**src/rtl/arb_mux_rr_pkg.sv**
```systemverilog
// Shared definitions for the round-robin N:1 stream merger (arb_mux_rr).
// Holds default sizes, the index-width derivation and the rotating-index helper.
package arb_mux_rr_pkg;

    localparam int N_DEFAULT = 4;
    localparam int M_DEFAULT = 16;

    // Index width for n channels; a one-channel index still needs one bit.
    function automatic int sw_of(input int n);
        return (n > 2) ? $clog2(n) : 1;
    endfunction

    function automatic int next_idx(input int idx, input int n);
        return (idx >= n - 1) ? 0 : idx + 1;
    endfunction

endpackage

```
**src/rtl/arb_mux_rr_arbiter.sv**
```systemverilog
// rr_arbiter_n: rotating-priority grant over N requests, holding the priority pointer.
// With ARB_MUX_LOCK_EN defined it also holds a lock onto one channel until its last beat.
module rr_arbiter_n
    import arb_mux_rr_pkg::*;
#(
    parameter  int N  = N_DEFAULT,
    localparam int SW = sw_of(N)
) (
    input  logic          clk,
    input  logic          rst,
    input  logic [N-1:0]  req,
    input  logic          advance,
    input  logic          last,
    output logic [N-1:0]  grant,
    output logic [SW-1:0] grant_idx
);

    logic [SW-1:0] ptr;
    logic [N-1:0]  eff_req;
    int            scan_idx;

`ifdef ARB_MUX_LOCK_EN
    logic          locked;
    logic [SW-1:0] lock_idx;
`endif

    // Scan from the highest offset down so the first requester at or after ptr wins.
    always_comb begin
        eff_req = req;
`ifdef ARB_MUX_LOCK_EN
        if (locked) eff_req = req & (N'(1) << lock_idx);
`endif
        grant     = '0;
        grant_idx = '0;
        scan_idx  = 0;
        for (int k = N - 1; k >= 0; k--) begin
            scan_idx = int'(ptr) + k;
            if (scan_idx >= N) scan_idx = scan_idx - N;
            if (eff_req[scan_idx]) grant_idx = SW'(scan_idx);
        end
        if (|eff_req) grant[grant_idx] = 1'b1;
    end

    always_ff @(posedge clk) begin
        if (rst) begin
            ptr <= '0;
`ifdef ARB_MUX_LOCK_EN
            locked   <= 1'b0;
            lock_idx <= '0;
`endif
        end else if (advance) begin
            if (last) begin
                ptr <= SW'(next_idx(int'(grant_idx), N));
`ifdef ARB_MUX_LOCK_EN
                locked <= 1'b0;
            end else begin
                locked   <= 1'b1;
                lock_idx <= grant_idx;
`endif
            end
        end
    end

endmodule

```
**src/rtl/arb_mux_rr.sv**
```systemverilog
// arb_mux_rr: merges N valid/ready streams of M bits onto one registered output stream.
// Optional packet locking (in_last/out_last) is enabled by defining ARB_MUX_LOCK_EN.
module arb_mux_rr
    import arb_mux_rr_pkg::*;
#(
    parameter  int N  = N_DEFAULT,
    parameter  int M  = M_DEFAULT,
    localparam int SW = sw_of(N)
) (
    input  logic          clk,
    input  logic          rst,
    input  logic [N-1:0]  in_valid,
    input  logic [M*N-1:0] in_data,
    output logic [N-1:0]  in_ready,
    output logic          out_valid,
    output logic [M-1:0]  out_data,
    output logic [SW-1:0] out_sel,
    input  logic          out_ready
`ifdef ARB_MUX_LOCK_EN
    ,
    input  logic [N-1:0]  in_last,
    output logic          out_last
`endif
);

    // Handshake: a beat moves on a rising edge where valid and ready are both high;
    // valid never waits for ready, and ready may follow out_ready combinationally.
    logic          load;
    logic          fire;
    logic          last;
    logic [N-1:0]  grant;
    logic [SW-1:0] grant_idx;
    logic [M-1:0]  grant_data;

    assign load       = ~out_valid | out_ready;
    assign fire       = load & ~rst & (|grant);
    assign in_ready   = fire ? grant : '0;
    assign grant_data = in_data[grant_idx*M +: M];

`ifdef ARB_MUX_LOCK_EN
    assign last = in_last[grant_idx];
`else
    assign last = 1'b1;
`endif

    rr_arbiter_n #(.N(N)) u_arb (
        .clk       (clk),
        .rst       (rst),
        .req       (in_valid),
        .advance   (fire),
        .last      (last),
        .grant     (grant),
        .grant_idx (grant_idx)
    );

    always_ff @(posedge clk) begin
        if (rst) begin
            out_valid <= 1'b0;
            out_data  <= '0;
            out_sel   <= '0;
`ifdef ARB_MUX_LOCK_EN
            out_last  <= 1'b0;
`endif
        end else if (load) begin
            if (fire) begin
                out_valid <= 1'b1;
                out_data  <= grant_data;
                out_sel   <= grant_idx;
`ifdef ARB_MUX_LOCK_EN
                out_last  <= last;
`endif
            end else begin
                out_valid <= 1'b0;
            end
        end
    end

endmodule

```
**config.mk**
```make
export PLATFORM = sky130hd
export DESIGN_NAME = arb_mux_rr
export DESIGN_NICKNAME = d
export VERILOG_FILES = /design/src/rtl/arb_mux_rr_pkg.sv /design/src/rtl/arb_mux_rr_arbiter.sv /design/src/rtl/arb_mux_rr.sv
export SDC_FILE = /design/constraint.sdc
export NUM_CORES = 1
export LEC_CHECK = 0
export ABC_AREA = 1
export BUFFER_PORTS_ARGS = -buffer_cell sky130_fd_sc_hd__buf_2
export CAP_MARGIN = 10
export CORE_MARGIN = 4
export CORE_UTILIZATION = 45
export CTS_CLUSTER_SIZE = 16
export DETAILED_ROUTE_END_ITERATION = 8
export PLACE_DENSITY = 0.77
export RECOVER_POWER = 50
export SETUP_SLACK_MARGIN = 0.05
export SYNTH_ARGS = -nofsm -noshare
export SYNTH_HDL_FRONTEND = slang
export SYNTH_SLANG_ARGS = --single-unit
export TNS_END_PERCENT = 5
```
**constraint.sdc**
```tcl
create_clock -name clk -period 3 [get_ports clk]
set_input_delay 0.6 -clock clk [delete_from_list [all_inputs] [get_ports clk]]
set_output_delay 0.6 -clock clk [all_outputs]
set_load 0.03 [all_outputs]
```
After elaboration in Yosys (flattened, before gate mapping)
Cells that the tools add are included.

Flip-flop bits (word level): 21. Output and inout port bits: 23. Word-level logic and storage cells: 59.

Add/subtract/negate cells: 8. $lt $le $gt $ge: 11. Shift operators: 1. Multiplexer cells: 26. Bitwise operators: 5. Reductions and logical operators: 4.

Operators with widths (number): < comparator 32 x 4 -> 1 bit (second input constant) (4); 2-to-1 mux 32 bit (4); greater-or-equal comparator 32 x 4 -> 1 bit (second input constant) (3); subtractor 32 x 4 -> 32 bit (second input constant) (3); indexed part select 64 x 7 -> 16 bit (1); 2-to-1 mux 1 bit (10); 2-to-1 mux 2 bit (5); binary-select mux 1 bit (select 2 bit) (4); 2-to-1 mux 4 bit (2); OR reduction 4 bit (2); adder 2 x 2 -> 3 bit (second input constant) (2); subtractor 2 x 3 -> 4 bit (second input constant) (1); adder 2 x 1 -> 3 bit (second input constant) (1); greater-or-equal comparator 2 x 3 -> 1 bit (second input constant) (1); < comparator 2 x 3 -> 1 bit (second input constant) (1); adder 2 x 1 -> 2 bit (second input constant) (1); bitwise AND 1 bit (2); demux 1 bit (select 2 bit) (1); greater-or-equal comparator 2 x 1 -> 1 bit (second input constant) (1); greater-or-equal comparator 2 bit (second input constant) (1); NOT 1 bit (2); AND reduction 2 bit (1); logical AND 1 bit (1); bitwise OR 1 bit (1).

Longest topological paths before layout
Depth after elaboration: 18. Mapped depth: 15. Mapped depth without buffers: 13.

Cells and area by module
From an unflattened synthesis, not the netlist that was laid out.

Cells, all modules: 387. Area, all modules: 2092.0 um^2.

By module, submodules not included: arb_mux_rr (instances 1, cells an instance 325, area an instance 1724.2 um^2, sequential area each 380.4 um^2); rr_arbiter_n (instances 1, cells an instance 62, area an instance 367.9 um^2, sequential area each 40.0 um^2).

Least setup slack after synthesis
No wires, ideal clock.

Kind: input port to output port. From: input port in_valid[0]. To: output port in_ready[1]. Data arrival time: 1.946 ns. Required time: 2.400 ns. Path slack: 0.454 ns. Stages: 9. Path buffers: 1. Cells stage by stage: inv_1 nand2_4 nand2_1 nor2_2 nor2_2 nand2_4 a21boi_4 buf_2 nor3_1.

Word-level cells in the longest chain between the ends: 15.

Ends and longest elaborated chain: start: declaration (line arb_mux_rr.sv:12) `input logic [N-1:0] in_valid,`; binary-select mux 1 bit (select 2 bit) (line arb_mux_rr_arbiter.sv:39) `if (eff_req[scan_idx]) grant_idx = SW'(scan_idx);`; 2-to-1 mux 1 bit (implied by the code) (2 in series) (line arb_mux_rr_arbiter.sv:39); 2-to-1 mux 2 bit (4 in series) (line arb_mux_rr_arbiter.sv:39); < comparator 2 x 3 -> 1 bit (implied by the code) / greater-or-equal comparator 2 x 1 -> 1 bit (equally long branches) (line arb_mux_rr_arbiter.sv:41) `if (|eff_req) grant[grant_idx] = 1'b1;`; logical AND 1 bit (implied by the code) (line arb_mux_rr_arbiter.sv:41); 2-to-1 mux 1 bit (implied by the code) (line arb_mux_rr_arbiter.sv:41); demux 1 bit (select 2 bit); 2-to-1 mux 4 bit * (line arb_mux_rr_arbiter.sv:41); OR reduction 4 bit (line arb_mux_rr.sv:36) `assign fire = load & ~rst & (|grant);`; bitwise AND 1 bit (line arb_mux_rr.sv:36); 2-to-1 mux 4 bit * (line arb_mux_rr.sv:37) `assign in_ready = fire ? grant : '0;`; end: declaration (line arb_mux_rr.sv:14) `output logic [N-1:0] in_ready,`.

Mark *: on every way between the ends. The rest lies on a longest branch, timed or not. The select of a mux whose other input is x is not followed.

Worst setup path in the final report
From: register u_arb.ptr[0]. To: output port in_ready[3].

Word-level cells in the longest chain between the ends: 18.

Ends and longest elaborated chain: start: declaration (line arb_mux_rr_arbiter.sv:18) `logic [SW-1:0] ptr;`; start signal: assignment (line arb_mux_rr_arbiter.sv:53) `ptr <= SW'(next_idx(int'(grant_idx), N));`; adder 2 x 2 -> 3 bit (line arb_mux_rr_arbiter.sv:37) `scan_idx = int'(ptr) + k;`; subtractor 32 x 4 -> 32 bit / greater-or-equal comparator 32 x 4 -> 1 bit (equally long branches) (line arb_mux_rr_arbiter.sv:38) `if (scan_idx >= N) scan_idx = scan_idx - N;`; 2-to-1 mux 32 bit (line arb_mux_rr_arbiter.sv:38); binary-select mux 1 bit (select 2 bit) (line arb_mux_rr_arbiter.sv:39); 2-to-1 mux 1 bit (implied by the code) (2 in series) (line arb_mux_rr_arbiter.sv:39); 2-to-1 mux 2 bit (3 in series) (line arb_mux_rr_arbiter.sv:39); 2-to-1 mux 2 bit * (line arb_mux_rr_arbiter.sv:39); < comparator 2 x 3 -> 1 bit (implied by the code) / greater-or-equal comparator 2 x 1 -> 1 bit (equally long branches) (line arb_mux_rr_arbiter.sv:41); logical AND 1 bit (implied by the code) (line arb_mux_rr_arbiter.sv:41); 2-to-1 mux 1 bit (implied by the code) (line arb_mux_rr_arbiter.sv:41); demux 1 bit (select 2 bit) *; 2-to-1 mux 4 bit * (line arb_mux_rr_arbiter.sv:41); OR reduction 4 bit (line arb_mux_rr.sv:36); bitwise AND 1 bit (line arb_mux_rr.sv:36); 2-to-1 mux 4 bit * (line arb_mux_rr.sv:37).

Marked as above.

==> insert_results.sql <==
INSERT INTO impl_metrics (metric_group, metric, value, unit) VALUES
('outcome', 'status', 'complete, no violations', ''),
('setup_path', 'crit_buf_inv', '2', ''),
('timing', 'layout_worst_path_cycle_share', '0.896', ''),
('cts', 'cts_hold_repair.buffers', '0', ''),
('detailed_routing', 'length_of_the_first_detailed_routing_pass_in_iterations', '4', ''),
('cts', 'clock_sinks', '21', ''),
('finish', 'finalCoreUtilization', '0.590', ''),
('hold_path', 'holdCritPathClass', 'register to register', ''),
('timing', 'fin_crit', '2.69', 'ns'),
('placed_design', 'placement.setup.worst_slack', '0.225', 'ns'),
('cts', 'cts-htree-levels', '1', ''),
('setup_path', 'crit_chain', 'nand2_2, nand2_1, nor2_2, nor2_2, nand2_4, a21boi_4, inv_1, nor3_2, buf_2', ''),
('setup_path', 'cpMostUsedCell', 'nor2_2', ''),
('power_and_ir_drop', 'total_power', '1.70', 'mW'),
('yosys', 'synth-compound-area-share', '0.0398', ''),
('setup_path', 'critPathLaunchType', 'register', ''),
('timing', 'setup_viol', '0', ''),
('detailed_routing', 'vias', '2165', ''),
('yosys', 'synth_area_per_cell', '5.77', 'µm²'),
('yosys', 'sequential_area_share_after_synthesis', '0.227', ''),
('yosys', 'post_synth_xor_area_fraction', '0', ''),
('floorplan', 'die_x', '72.2', 'µm'),
('yosys', 'yosys.area_share.simple', '0.543', ''),
('grt', 'via_count_of_the_first_global_routing_pass', '1990', ''),
('floorplan', 'placement_rows', '23', ''),
('timing', 'setup_total_negative_slack', '0', 'ns'),
('detailed_routing', 'routed_wire_length_per_instance', '10.9', 'µm'),
('cts', 'number_of_clock_buffers_inserted_by_tritoncts', '3', ''),
('placed_design', 'gp_congestion', '0.760', ''),
('yosys', 'yosys_register_bits', '21', ''),
('floorplan', 'initial_utilization', '0.463', ''),
('timing', 'finalClockSkew', '0.00429', 'ns'),
('finish', 'flow.area_growth_from_synthesis', '27.3', '%'),
('detailed_routing', 'drt_wl_total', '5000', 'µm'),
('job', 'cap_violations', '0', ''),
('detailed_routing', 'antenna_left', '0', ''),
('grt', 'gr-usage-all-layers', '0.197', ''),
('detailed_routing', 'routed_via_density', '4.72', ''),
('setup_path', 'crit_slowest_cell', 'dfxtp_2', ''),
('setup_path', 'critical_path_peak_fanout', '11', ''),
('finish', 'fin_nets', '481', ''),
('yosys', 'synthCells', '321', ''),
('floorplan', 'io-pin-count', '94', ''),
('setup_path', 'worst_path_required', '2.40', 'ns'),
('cts', 'cts-root-to-sink-buffers', '2', ''),
('yosys', 'post_synthesis_instance_area', '0.00185', 'mm²'),
('detailed_routing', 'detailed_router_s_first_iteration_violation_count', '76', ''),
('finish', 'diodes', '0', ''),
('setup_path', 'critical_path.endpoint_type', 'primary output', ''),
('grt', 'number_of_antenna_violations_at_the_first_check_in_global_routing', '0', ''),
('yosys', 'syn-num-nets', '392', ''),
('timing', 'setup_repair_after_global_routing_missed_its_margin', 'false', ''),
('power_and_ir_drop', 'static-leakage-power', '1.45', 'nW'),
('placed_design', 'place_hpwl', '3720', 'µm'),
('cts', 'insertion_delay', '0.26', 'ns'),
('timing', 'post-route-worst-setup-slack', '0.312', 'ns'),
('yosys', 'yosys-mux-area-fraction', '0', ''),
('yosys', 'ys_warn_count', '0', ''),
('setup_path', 'timing.critical_path.arrival', '2.09', 'ns'),
('grt', 'grt_start_max_net_pins', '33', ''),
('timing', 'worst_slew_slack_as_a_fraction_of_its_limit', '0.655', ''),
('power_and_ir_drop', 'pwr_density_cell', '719', 'mW/mm²'),
('setup_path', 'criticalPathCategory', 'register to primary output', ''),
('timing', 'finalHoldViolCount', '0', ''),
('setup_path', 'crit_family', 'simple AND/OR/NAND/NOR gates', ''),
('placed_design', 'buffer_ports.inserted', '93', ''),
('cts', 'clock_edge_transition_at_the_registers_on_the_reported_setup_and_hold_paths', '0.08', 'ns'),
('finish', 'share_of_post_route_cells_with_drive_strength_above_1', '0.291', ''),
('detailed_routing', 'drcViolationCount', '0', ''),
('floorplan', 'die_height', '72.2', 'µm'),
('setup_path', 'critPathMaxStageDelay', '0.50', 'ns');
-- cells in the mapped netlist --
cell,instances,area share
buf_4,3,0.012
a21oi_1,3,0.0081
inv_1,58,0.12
nand3_2,10,0.054
nor2_1,5,0.010
a21oi_4,1,0.0088
nand2_2,8,0.027
nor2_2,2,0.0068
buf_2,7,0.019
o21ai_1,1,0.0027
dfxtp_1,21,0.23
o21ai_2,1,0.0047
nand4_1,1,0.0034
nand2_4,4,0.024
nand3_1,77,0.21
a21boi_4,1,0.010
nor3_2,1,0.0054
clkbuf_1,4,0.0081
nand2_1,98,0.20
inv_6,1,0.0047
nor3_1,2,0.0054
buf_6,2,0.012
o21ai_0,2,0.0054
inv_2,5,0.010
clkinv_2,1,0.0027
clkinv_1,2,0.0041
-- worst register-to-register path: cells and delay by family, from the launching register on --
kind | cells | cell delay (ns)
flops | 1 | 0.50
simple gates | 11 | 0.88
buf+inv | 3 | 0.42
-- what timing repair did --
action	in CTS	in global routing
setup endpoints to repair	1	2
pin swaps	1	0
setup buffers	1	0
resized for setup	0	1
-- state kept, by name (all words and copies together), names as in the netlist --
name	flops
out_data	16
out_valid	1
u_arb.ptr	2
out_sel	2
-- power by group --
group | total, mW | switching (mW) | internal [mW]
Clock | 0.188 | 0.0938 | 0.0946
Sequential | 0.447 | 0.0646 | 0.382
Combinational | 1.06 | 0.736 | 0.324
-- cell usage in the layout (no fill, tap or decap) --
master	count
clkinv_2	1
nor3_1	2
a21boi_4	1
a21oi_1	3
dfxtp_1	20
inv_6	1
nor3_2	1
buf_2	73
clkbuf_8	3
nand3_2	10
nand2_4	4
o21ai_0	2
nor2_2	2
o21ai_1	1
buf_4	7
a21oi_4	1
o21ai_2	1
dfxtp_2	1
clkinv_1	2
clkbuf_1	21
nor2_1	5
nand2_1	98
nand3_1	77
inv_2	5
nand4_1	1
nand2_2	8
inv_1	58
-- through the flow --
step / cell area, µm² / cells
CTS: 2380 / 459
global route: 2360 / 459
global placement: 2330 / 454
detailed placement: 2330 / 454
finish: 2360 / 459
floorplan: 1850 / 321
-- final cells by class --
class / count / area (µm²)
Tap cell: 50 / 62.6
Inverter: 67 / 258
Sequential cell: 21 / 422
Timing Repair Buffer: 100 / 493
Multi-Input combinational cell: 217 / 1080
Fill cell: 426 / 1640
Clock buffer: 4 / 45.0
-- kinds of logic after synthesis --
kind of cell,after synthesis
and+or+nand+nor,208
DFF,21
AOI/OAI and AO/OA,9
buffers and inverters,83
-- layer usage --
| metal | up-vias | global-route usage | share of wire |
|---|---|---|---|
| met2 | 65 | 0.348 | 0.48 |
| met5 | - | 0 | 0 |
| met4 | 0 | 0.0605 | 0.0058 |
| met3 | 2 | 0.0291 | 0.071 |
| li1 | 1163 | - | - |
| met1 | 935 | 0.246 | 0.44 |
-- path summary, 6_finish.rpt --
kind           startpoint           end  slack [ns]  depth (start not counted)
min            out_sel[1]    out_sel[1]        0.54                          2
min reg2reg    out_sel[1]    out_sel[1]        0.54                          2
max          u_arb.ptr[0]   in_ready[3]        0.31                          9
max reg2reg  u_arb.ptr[0]  out_data[15]        1.10                         14
Note: power is estimated with default switching activity, not from simulation.
